$ cat config.mk
export PLATFORM = sky130hd
export DESIGN_NAME = instr_fetch_flat
export DESIGN_NICKNAME = d
export VERILOG_FILES = /design/src/rtl/instr_fetch_if.sv /design/src/rtl/instr_fetch.sv /design/src/flat_wrapper.sv
export SDC_FILE = /design/constraint.sdc
export NUM_CORES = 1
export LEC_CHECK = 0
export CAP_MARGIN = 0
export CORE_ASPECT_RATIO = 0.75
export CORE_MARGIN = 10
export CORE_UTILIZATION = 60
export CTS_BUF_LIST = sky130_fd_sc_hd__clkbuf_8
export CTS_CLUSTER_SIZE = 25
export DETAILED_ROUTE_END_ITERATION = 10
export DONT_BUFFER_PORTS = 1
export PLACE_DENSITY = 0.79
export SLEW_MARGIN = 20
export SYNTH_ARGS = -nofsm -noshare
export SYNTH_HDL_FRONTEND = slang
export SYNTH_SLANG_ARGS = --single-unit
$ cat constraint.sdc
create_clock -name iCLK -period 11 [get_ports iCLK]
set_input_delay 1.1 -clock iCLK [delete_from_list [all_inputs] [get_ports iCLK]]
set_output_delay 1.1 -clock iCLK [all_outputs]
set_load 0.05 [all_outputs]
$ cat src/rtl/instr_fetch_if.sv
// Fetch-stage bundle: decode-side control, instruction-memory handshake and IF/ID outputs.
// The master modport is taken by instr_fetch; the slave side belongs to memory/decode.
interface instr_fetch_if;
    logic        iStall;
    logic        iBranch;
    logic        iUBranch;
    logic        iZero;
    logic [63:0] iBranchTarget;
    logic        oIMemReq;
    logic [63:0] oIMemAddr;
    logic        iIMemAck;
    logic [31:0] iIMemData;
    logic [31:0] oInstr;
    logic [63:0] oPC;
    logic        oValid;
    logic [10:0] oOp;

    modport master (
        input  iStall, iBranch, iUBranch, iZero, iBranchTarget, iIMemAck, iIMemData,
        output oIMemReq, oIMemAddr, oInstr, oPC, oValid, oOp
    );

    modport slave (
        output iStall, iBranch, iUBranch, iZero, iBranchTarget, iIMemAck, iIMemData,
        input  oIMemReq, oIMemAddr, oInstr, oPC, oValid, oOp
    );
endinterface

$ cat src/rtl/instr_fetch.sv
// LEGv8 instruction-fetch stage: PC, variable-latency imem handshake, IF/ID register,
// one-entry skid buffer for decode stalls, and branch redirect with in-flight drop.
module instr_fetch #(
    parameter logic [63:0] PcReset = 64'h0000_0000_0040_0000
) (
    input logic           iCLK,
    input logic           iRST,
    instr_fetch_if.master bus
);

    typedef enum logic [1:0] {StIdle, StReq, StFull, StDrop} state_e;

    state_e      state_q, state_d;
    logic [63:0] pc_q, pc_d;
    logic [63:0] pcn_q, pcn_d;
    logic [63:0] ipc_q, ipc_d;
    logic [63:0] skid_pc_q, skid_pc_d;
    logic [31:0] instr_q, instr_d;
    logic [31:0] skid_instr_q, skid_instr_d;
    logic        valid_q, valid_d;

    logic        redirect;
    logic [63:0] target;
    logic        req;
    logic        take;
    logic        hold;

    assign redirect = bus.iUBranch | (bus.iBranch & bus.iZero);
    assign target   = bus.iBranchTarget & ~64'h3;
    assign hold     = bus.iStall & valid_q;

    always_ff @(posedge iCLK or posedge iRST) begin
        if (iRST) begin
            state_q <= StIdle;
        end else begin
            state_q <= state_d;
        end
    end

    always_comb begin
        state_d = state_q;
        unique case (state_q)
            StIdle: state_d = StReq;
            StReq: begin
                if (bus.iIMemAck) begin
                    if (!redirect && hold) state_d = StFull;
                end else if (redirect) begin
                    state_d = StDrop;
                end
            end
            StFull: if (redirect || !bus.iStall) state_d = StReq;
            StDrop: if (bus.iIMemAck) state_d = StReq;
            default: state_d = StIdle;
        endcase
    end

    // take: a memory word is accepted this cycle (ack only counts while requesting)
    always_comb begin
        req  = 1'b0;
        take = 1'b0;
        unique case (state_q)
            StReq: begin
                req  = 1'b1;
                take = bus.iIMemAck;
            end
            StDrop:  req = 1'b1;
            default: ;
        endcase
    end

    always_comb begin
        pc_d         = pc_q;
        pcn_d        = pcn_q;
        ipc_d        = ipc_q;
        instr_d      = instr_q;
        valid_d      = valid_q;
        skid_pc_d    = skid_pc_q;
        skid_instr_d = skid_instr_q;

        // IF/ID: redirect flushes, stall holds, otherwise load a new word or bubble
        if (redirect) begin
            valid_d = 1'b0;
            instr_d = 32'h0;
            ipc_d   = 64'h0;
        end else if (hold) begin
            if (take) begin
                skid_instr_d = bus.iIMemData;
                skid_pc_d    = pc_q;
            end
        end else if (take) begin
            valid_d = 1'b1;
            instr_d = bus.iIMemData;
            ipc_d   = pc_q;
        end else if (state_q == StFull) begin
            valid_d = 1'b1;
            instr_d = skid_instr_q;
            ipc_d   = skid_pc_q;
        end else begin
            valid_d = 1'b0;
            instr_d = 32'h0;
            ipc_d   = 64'h0;
        end

        unique case (state_q)
            StIdle: if (redirect) pc_d = target;
            StReq: begin
                if (bus.iIMemAck) pc_d = redirect ? target : pc_q + 64'd4;
                else if (redirect) pcn_d = target;
            end
            StFull: begin
                if (redirect) begin
                    pc_d         = target;
                    skid_pc_d    = 64'h0;
                    skid_instr_d = 32'h0;
                end
            end
            StDrop: begin
                // the address stays on the bus until the abandoned request completes
                if (bus.iIMemAck) pc_d = redirect ? target : pcn_q;
                else if (redirect) pcn_d = target;
            end
            default: ;
        endcase
    end

    always_ff @(posedge iCLK or posedge iRST) begin
        if (iRST) begin
            pc_q         <= PcReset;
            pcn_q        <= PcReset;
            ipc_q        <= 64'h0;
            instr_q      <= 32'h0;
            valid_q      <= 1'b0;
            skid_pc_q    <= 64'h0;
            skid_instr_q <= 32'h0;
        end else begin
            pc_q         <= pc_d;
            pcn_q        <= pcn_d;
            ipc_q        <= ipc_d;
            instr_q      <= instr_d;
            valid_q      <= valid_d;
            skid_pc_q    <= skid_pc_d;
            skid_instr_q <= skid_instr_d;
        end
    end

    assign bus.oIMemReq  = req;
    assign bus.oIMemAddr = pc_q;
    assign bus.oInstr    = instr_q;
    assign bus.oPC       = ipc_q;
    assign bus.oValid    = valid_q;
    assign bus.oOp       = instr_q[31:21];

endmodule

$ cat src/flat_wrapper.sv
// flat-port wrapper written by rule: the top's interface ports become plain ports
module instr_fetch_flat 
#(
    parameter logic [63:0] PcReset = 64'h0000_0000_0040_0000
)
  (iCLK, iRST, bus_iStall, bus_iBranch, bus_iUBranch, bus_iZero, bus_iBranchTarget, bus_iIMemAck, bus_iIMemData, bus_oIMemReq, bus_oIMemAddr, bus_oInstr, bus_oPC, bus_oValid, bus_oOp);
  instr_fetch_if bus_i ();
  input logic iCLK;
  input logic iRST;
  input wire logic [$bits(bus_i.iStall)-1:0] bus_iStall;
  input wire logic [$bits(bus_i.iBranch)-1:0] bus_iBranch;
  input wire logic [$bits(bus_i.iUBranch)-1:0] bus_iUBranch;
  input wire logic [$bits(bus_i.iZero)-1:0] bus_iZero;
  input wire logic [$bits(bus_i.iBranchTarget)-1:0] bus_iBranchTarget;
  input wire logic [$bits(bus_i.iIMemAck)-1:0] bus_iIMemAck;
  input wire logic [$bits(bus_i.iIMemData)-1:0] bus_iIMemData;
  output wire logic [$bits(bus_i.oIMemReq)-1:0] bus_oIMemReq;
  output wire logic [$bits(bus_i.oIMemAddr)-1:0] bus_oIMemAddr;
  output wire logic [$bits(bus_i.oInstr)-1:0] bus_oInstr;
  output wire logic [$bits(bus_i.oPC)-1:0] bus_oPC;
  output wire logic [$bits(bus_i.oValid)-1:0] bus_oValid;
  output wire logic [$bits(bus_i.oOp)-1:0] bus_oOp;
  assign bus_i.iStall = bus_iStall;
  assign bus_i.iBranch = bus_iBranch;
  assign bus_i.iUBranch = bus_iUBranch;
  assign bus_i.iZero = bus_iZero;
  assign bus_i.iBranchTarget = bus_iBranchTarget;
  assign bus_i.iIMemAck = bus_iIMemAck;
  assign bus_i.iIMemData = bus_iIMemData;
  assign bus_oIMemReq = bus_i.oIMemReq;
  assign bus_oIMemAddr = bus_i.oIMemAddr;
  assign bus_oInstr = bus_i.oInstr;
  assign bus_oPC = bus_i.oPC;
  assign bus_oValid = bus_i.oValid;
  assign bus_oOp = bus_i.oOp;
  instr_fetch #(.PcReset(PcReset)) u_core (.iCLK(iCLK), .iRST(iRST), .bus(bus_i));
endmodule
* Yosys cells after proc, flatten, opt, wreduce, memory -nomap -nowiden
Cells that the tools add are included.
Storage, ports and cells: flip-flop bits (word level) 323, logic and storage cells 69, bits of input ports 103, output and inout port bits 173
Cells by class: equality and inequality tests 10, reduce and logical (&&, ||, !) cells 10, muxes and demuxes 36, bitwise gates (word level) 4, add/subtract/negate cells 1
Operator list (number):
- two-way mux 64 bit | 14
- two-way mux 32 bit | 9
- one-hot mux 64 bit (3 select lines) | 1
- adder 64 x 3 -> 64 bit, second input constant | 1
- two-way mux 2 bit | 5
- one-hot mux 2 bit (4 select lines) | 1
- two-way mux 1 bit | 6
- inequality test 2 x 1 -> 1 bit, second input constant | 3
- inequality test 3 x 2 -> 1 bit, second input constant | 2
- equality test 2 bit, second input constant | 2
- inequality test 2 bit, second input constant | 2
- AND reduction 4 bit | 1
- OR reduction 2 bit | 2
- AND reduction 3 bit | 1
- AND 1 bit | 2
- equality test 2 x 1 -> 1 bit, second input constant | 1
- zero test 1 bit | 2
- zero test 2 bit | 1
- AND reduction 2 bit | 1
- logical AND 1 bit | 1
- logical OR 1 bit | 1
- NOT 1 bit | 1
- OR 1 bit | 1

* Logic depth before layout (Yosys ltp)
depth in word-level cells 7, gate-level depth with buffers 8, mapped depth without buffers 7

* Least setup slack after synthesis
No wires, ideal clock.
kind input to register, from input port bus_iBranch, to register u_core.skid_pc_q[26], library setup time 78 ps, cell stages on the path 6, path buffers 2, arrival time 2737 ps, required time 10922 ps, setup slack 8185 ps, cells stage by stage a21o_1 > nor4_1 > clkbuf_1 > clkbuf_1 > nand2_1 > a21oi_1
On the way: cells in the longest elaborated chain, start to end 5
Ends and longest elaborated chain:
- start, declared | line flat_wrapper.sv:11 | input wire logic [$bits(bus_i.iBranch)-1:0] bus_iBranch;
- AND 1 bit * | line instr_fetch.sv:28 | assign redirect = bus.iUBranch | (bus.iBranch & bus.iZero);
- OR 1 bit * | line instr_fetch.sv:28
- two-way mux 64 bit | line instr_fetch.sv:81 | if (redirect) begin
- two-way mux 64 bit | line instr_fetch.sv:111 | if (redirect) begin
- two-way mux 64 bit * | line instr_fetch.sv:104 | unique case (state_q)
- via u_core.skid_pc_d[26] | line instr_fetch.sv:17 | logic [63:0] skid_pc_q, skid_pc_d;
- end signal, assigned | line instr_fetch.sv:141 | skid_pc_q <= skid_pc_d;
- end, declared | line instr_fetch.sv:17
The timed path passes the listed nets; every way through them passes the cells marked *. A chain may end at the register's enable or synchronous reset.

* Worst setup path after layout
from register u_core.pc_q[2] (netlist: u_core.bus.oIMemAddr[2]), to register u_core.pc_q[50] (netlist: u_core.bus.oIMemAddr[50])
On the way: cells in the longest elaborated chain, start to end 4
Ends and longest elaborated chain:
- start, declared | line instr_fetch.sv:14 | logic [63:0] pc_q, pc_d;
- start signal, assigned | line instr_fetch.sv:128 | pc_q <= PcReset;
- start signal, assigned | line instr_fetch.sv:136 | pc_q <= pc_d;
- adder 64 x 3 -> 64 bit | line instr_fetch.sv:107 | if (bus.iIMemAck) pc_d = redirect ? target : pc_q + 64'd4;
- two-way mux 64 bit (2 in series) | line instr_fetch.sv:107
- one-hot mux 64 bit (3 select lines) | line instr_fetch.sv:104
Every way passes these cells. The select of a mux whose other input is x is not followed.

==> impl_metrics.toml <==
[power]
p_leak_uw = 0.006685
power-per-cell-area_nw_per_um2 = 186.8
worst_ir_drop_vdd_uv = 145.0

[worst_setup_path]
crit_end = "u_core.bus.oIMemAddr[50]$_DFFE_PP0P_"
regToRegStartpoint = "u_core.bus.oIMemAddr[2]$_DFFE_PP0P_"
rrSetupSlack_ns = 7.48
cp_data_arrival_time_ns = 4.01
setup.worst_path.start = "u_core.bus.oIMemAddr[2]$_DFFE_PP0P_"
crit_fanout = 8
start_kind = "register"
setup.worst_path.end_class = "register"
cp.required_ns = 11.49
timing.rr.end = "u_core.bus.oIMemAddr[50]$_DFFE_PP0P_"
setup.worst_path.class = "register to register"
timing.reg2reg.worst_path_depth = 7

[grt]
grt_overflow_total = 0
grt_use_total = 0.2799
first_global_vias = 12070
antenna_found_initial = 2
first_pass_grt_wire_length_mm = 71.95
grt_max_degree = 132

[logic_synthesis]
synth_top_family_by_area = "compound AO/OA/AOI/OAI gates"
yosys_most_used_dff = "dfrtp_1"
synth_nets = 1749
synth.ff_latch_count = 323
ys_types = 69
summed_instance_area_of_the_synthesized_netlist_um2 = 15330
synth_compound_gate_area_share = 0.2045
synthSimpleGateAreaFrac = 0.1628
register_area_share_after_synthesis = 0.5274
synthCells = 1645
synthXorXnorAreaFrac = 0.009713
synth_mux_area_frac = 0.04685
synth-adder-area-share = 0.0008162
asr_flop_ratio_synth = 1.000
synth-edff-count = 0
synth.avg_cell_area_um2 = 9.319
synth_top_cell_area_share = 0.5240
synthTopCellsByArea = "dfrtp_1 (52%), o21ai_0 (8.1%), nand2_1 (8.1%), a22oi_1 (4.9%), mux2_2 (4.6%)"
yosys_warnings = 0
synth_largest_area_cell = "dfrtp_1"

[layout]
post_route_cells_drive_above_1_share = 0.1167
layout_commonest_cell = "nand2_1"
final_cell_mix = "nand2_1 (329), dfrtp_1 (321), o21ai_0 (249)"
area.growth.synth_to_final_pct = 6.693
final_cell_count_no_fill = 1941
postLayoutCoreUtil = 0.6536
finalNetCount = 1670
diodes = 0

[worst_hold_path]
hold_start = "u_core.pcn_q[0]$_DFFE_PP0P_"
hp-class = "register to register"
whs_path_depth = 1

[cts]
tritoncts = "built"
insertion_delay_ns = 0.59
cts_num_sinks = 323
post_cts_hold_buffers = 0
root_buffer = "clkbuf_8"
cts-htree-levels = 2
resized_after_cts = 0
cts_setup_buffers = 0
cts_buffers = 51
cts.clk_slew.worst_paths_ns = 0.07
clock_path_buffers = 3

[floorplan]
io-pin-count = 276
start_util = 0.6126
die_x_um = 204.6
die_height_um = 158.4
placeableCoreArea_um2 = 25020
dieArea_um2 = 32410
floorplan.rows = 50

[placed_design]
dp_slack_ns = 7.329
detailed_place_hpwl_mm = 29.26
dpl.cell_count = 1850
place_congestion = 0.8601
port_buffers = 0

[sta]
setup_total_negative_slack_ns = 0
setup_slack_ns = 7.479
setup_viol = 0
max_freq_mhz = 284.0
timing_max_transition_violations_final = 0
fin_crit_sh = 0.3201
layout_min_cycle_time_ns = 3.521
worst-slew-pin-transition_ns = 1.082
final-hold-violation-count = 0
slew_headroom = 0.2789
setup_repair_after_global_routing_missed_its_margin = "no"
clock_skew_ns = 0.03472
worst_hold_slack_after_final_layout_ns = 0.4884

[drt]
drt_iter0_drc = 1425
routed_wire_length_per_instance_um = 24.03
postRouteAntennaNets = 0
post_drt_via_cell_ratio = 6.574
totalWireLength_mm = 46.64
vias = 12760
drcViolationCount = 0
dr.pass1.iters = 6

[run]
drv.max_cap_violation_count = 0

[status]
outcome = "completed"
## logic make-up (layout without fill, tap and decap cells)
group                    count (synthesis)  after routing
XOR/XNOR                                17             17
AO/OA/AOI/OAI                          512            512
flip-flops                             323            323
buffers and inverters                  165            123
adder cells (fa/ha/maj)                  1              1
multiplexers                            64             64
AND/OR/NAND/NOR                        563            563
## worst max-delay path: stages (launching register included)
cell and delay (ns):
dfrtp_1 0.83, ha_1 0.36, nand3_1 0.22, or3_2 0.66
nor4_4 0.65, nand4_1 0.22, xor2_1 0.21, a211oi_1 0.26
## per-layer routing
metal / wire (um) / share of wire / global-route usage
met1: 18640 / 0.40 / 0.3681
met2: 21190 / 0.45 / 0.4218
met4: 1095 / 0.023 / 0.08371
met3: 5685 / 0.12 / 0.1072
met5: 26 / 0.00056 / 0
## worst min-delay path by stage
| stage | slack (ns) | end |
|---|---|---|
| finish | 0.49 | u_core.pcn_q[0]$_DFFE_PP0P_ |
| global route | 0.51 | u_core.pcn_q[29]$_DFFE_PP0P_ |
| CTS | 0.49 | u_core.pcn_q[0]$_DFFE_PP0P_ |
| detailed placement | 0.48 | u_core.pcn_q[0]$_DFFE_PP0P_ |
| global placement | 0.47 | u_core.pcn_q[0]$_DFFE_PP0P_ |
| floorplan | 0.45 | u_core.pcn_q[0]$_DFFE_PP0P_ |
## power breakdown
part           leakage, uW  internal [uW]  switching (uW)
clock             0.000598            552             482
sequential         0.00417           1330             366
combinational      0.00192            136             193
total              0.00669           2020            1040
## area by class of cell
cell class,count,area (um2)
fill,1955,8668
sequential,323,8085
multi-input combinational,1157,6589
clock buffer,65,894.6
tap,338,422.9
timing repair buffer,20,177.7
clock inverter,25,130.1
inverter,13,56.30
## Yosys cell counts, types with 13 or more instances
library cell	instances
inv_1	13
dfrtp_1	321
nand4_1	21
o22ai_1	23
clkbuf_1	121
nor3_1	28
nand3_1	42
a22oi_1	101
nor2_1	86
buf_4	14
mux2_2	62
a221oi_1	14
a31oi_1	13
nand2_1	331
a21oi_1	52
o21ai_0	249
## stage by stage
stage,area (um2),total power [uW]
after floorplan,15330,1921
after CTS,16310,3061
after detailed placement,15290,2039
final,16360,3056
after global placement,15290,2016
after global routing,16360,3184
## registers in the layout (all words and copies together), names as in the netlist
register              count
u_core.bus.oInstr        32
u_core.bus.oValid         1
u_core.bus.oPC           64
u_core.skid_pc_q         64
u_core.state_q            2
u_core.pcn_q             64
u_core.skid_instr_q      32
u_core.bus.oIMemAddr     64
Note: power is estimated with default switching activity, not from simulation.
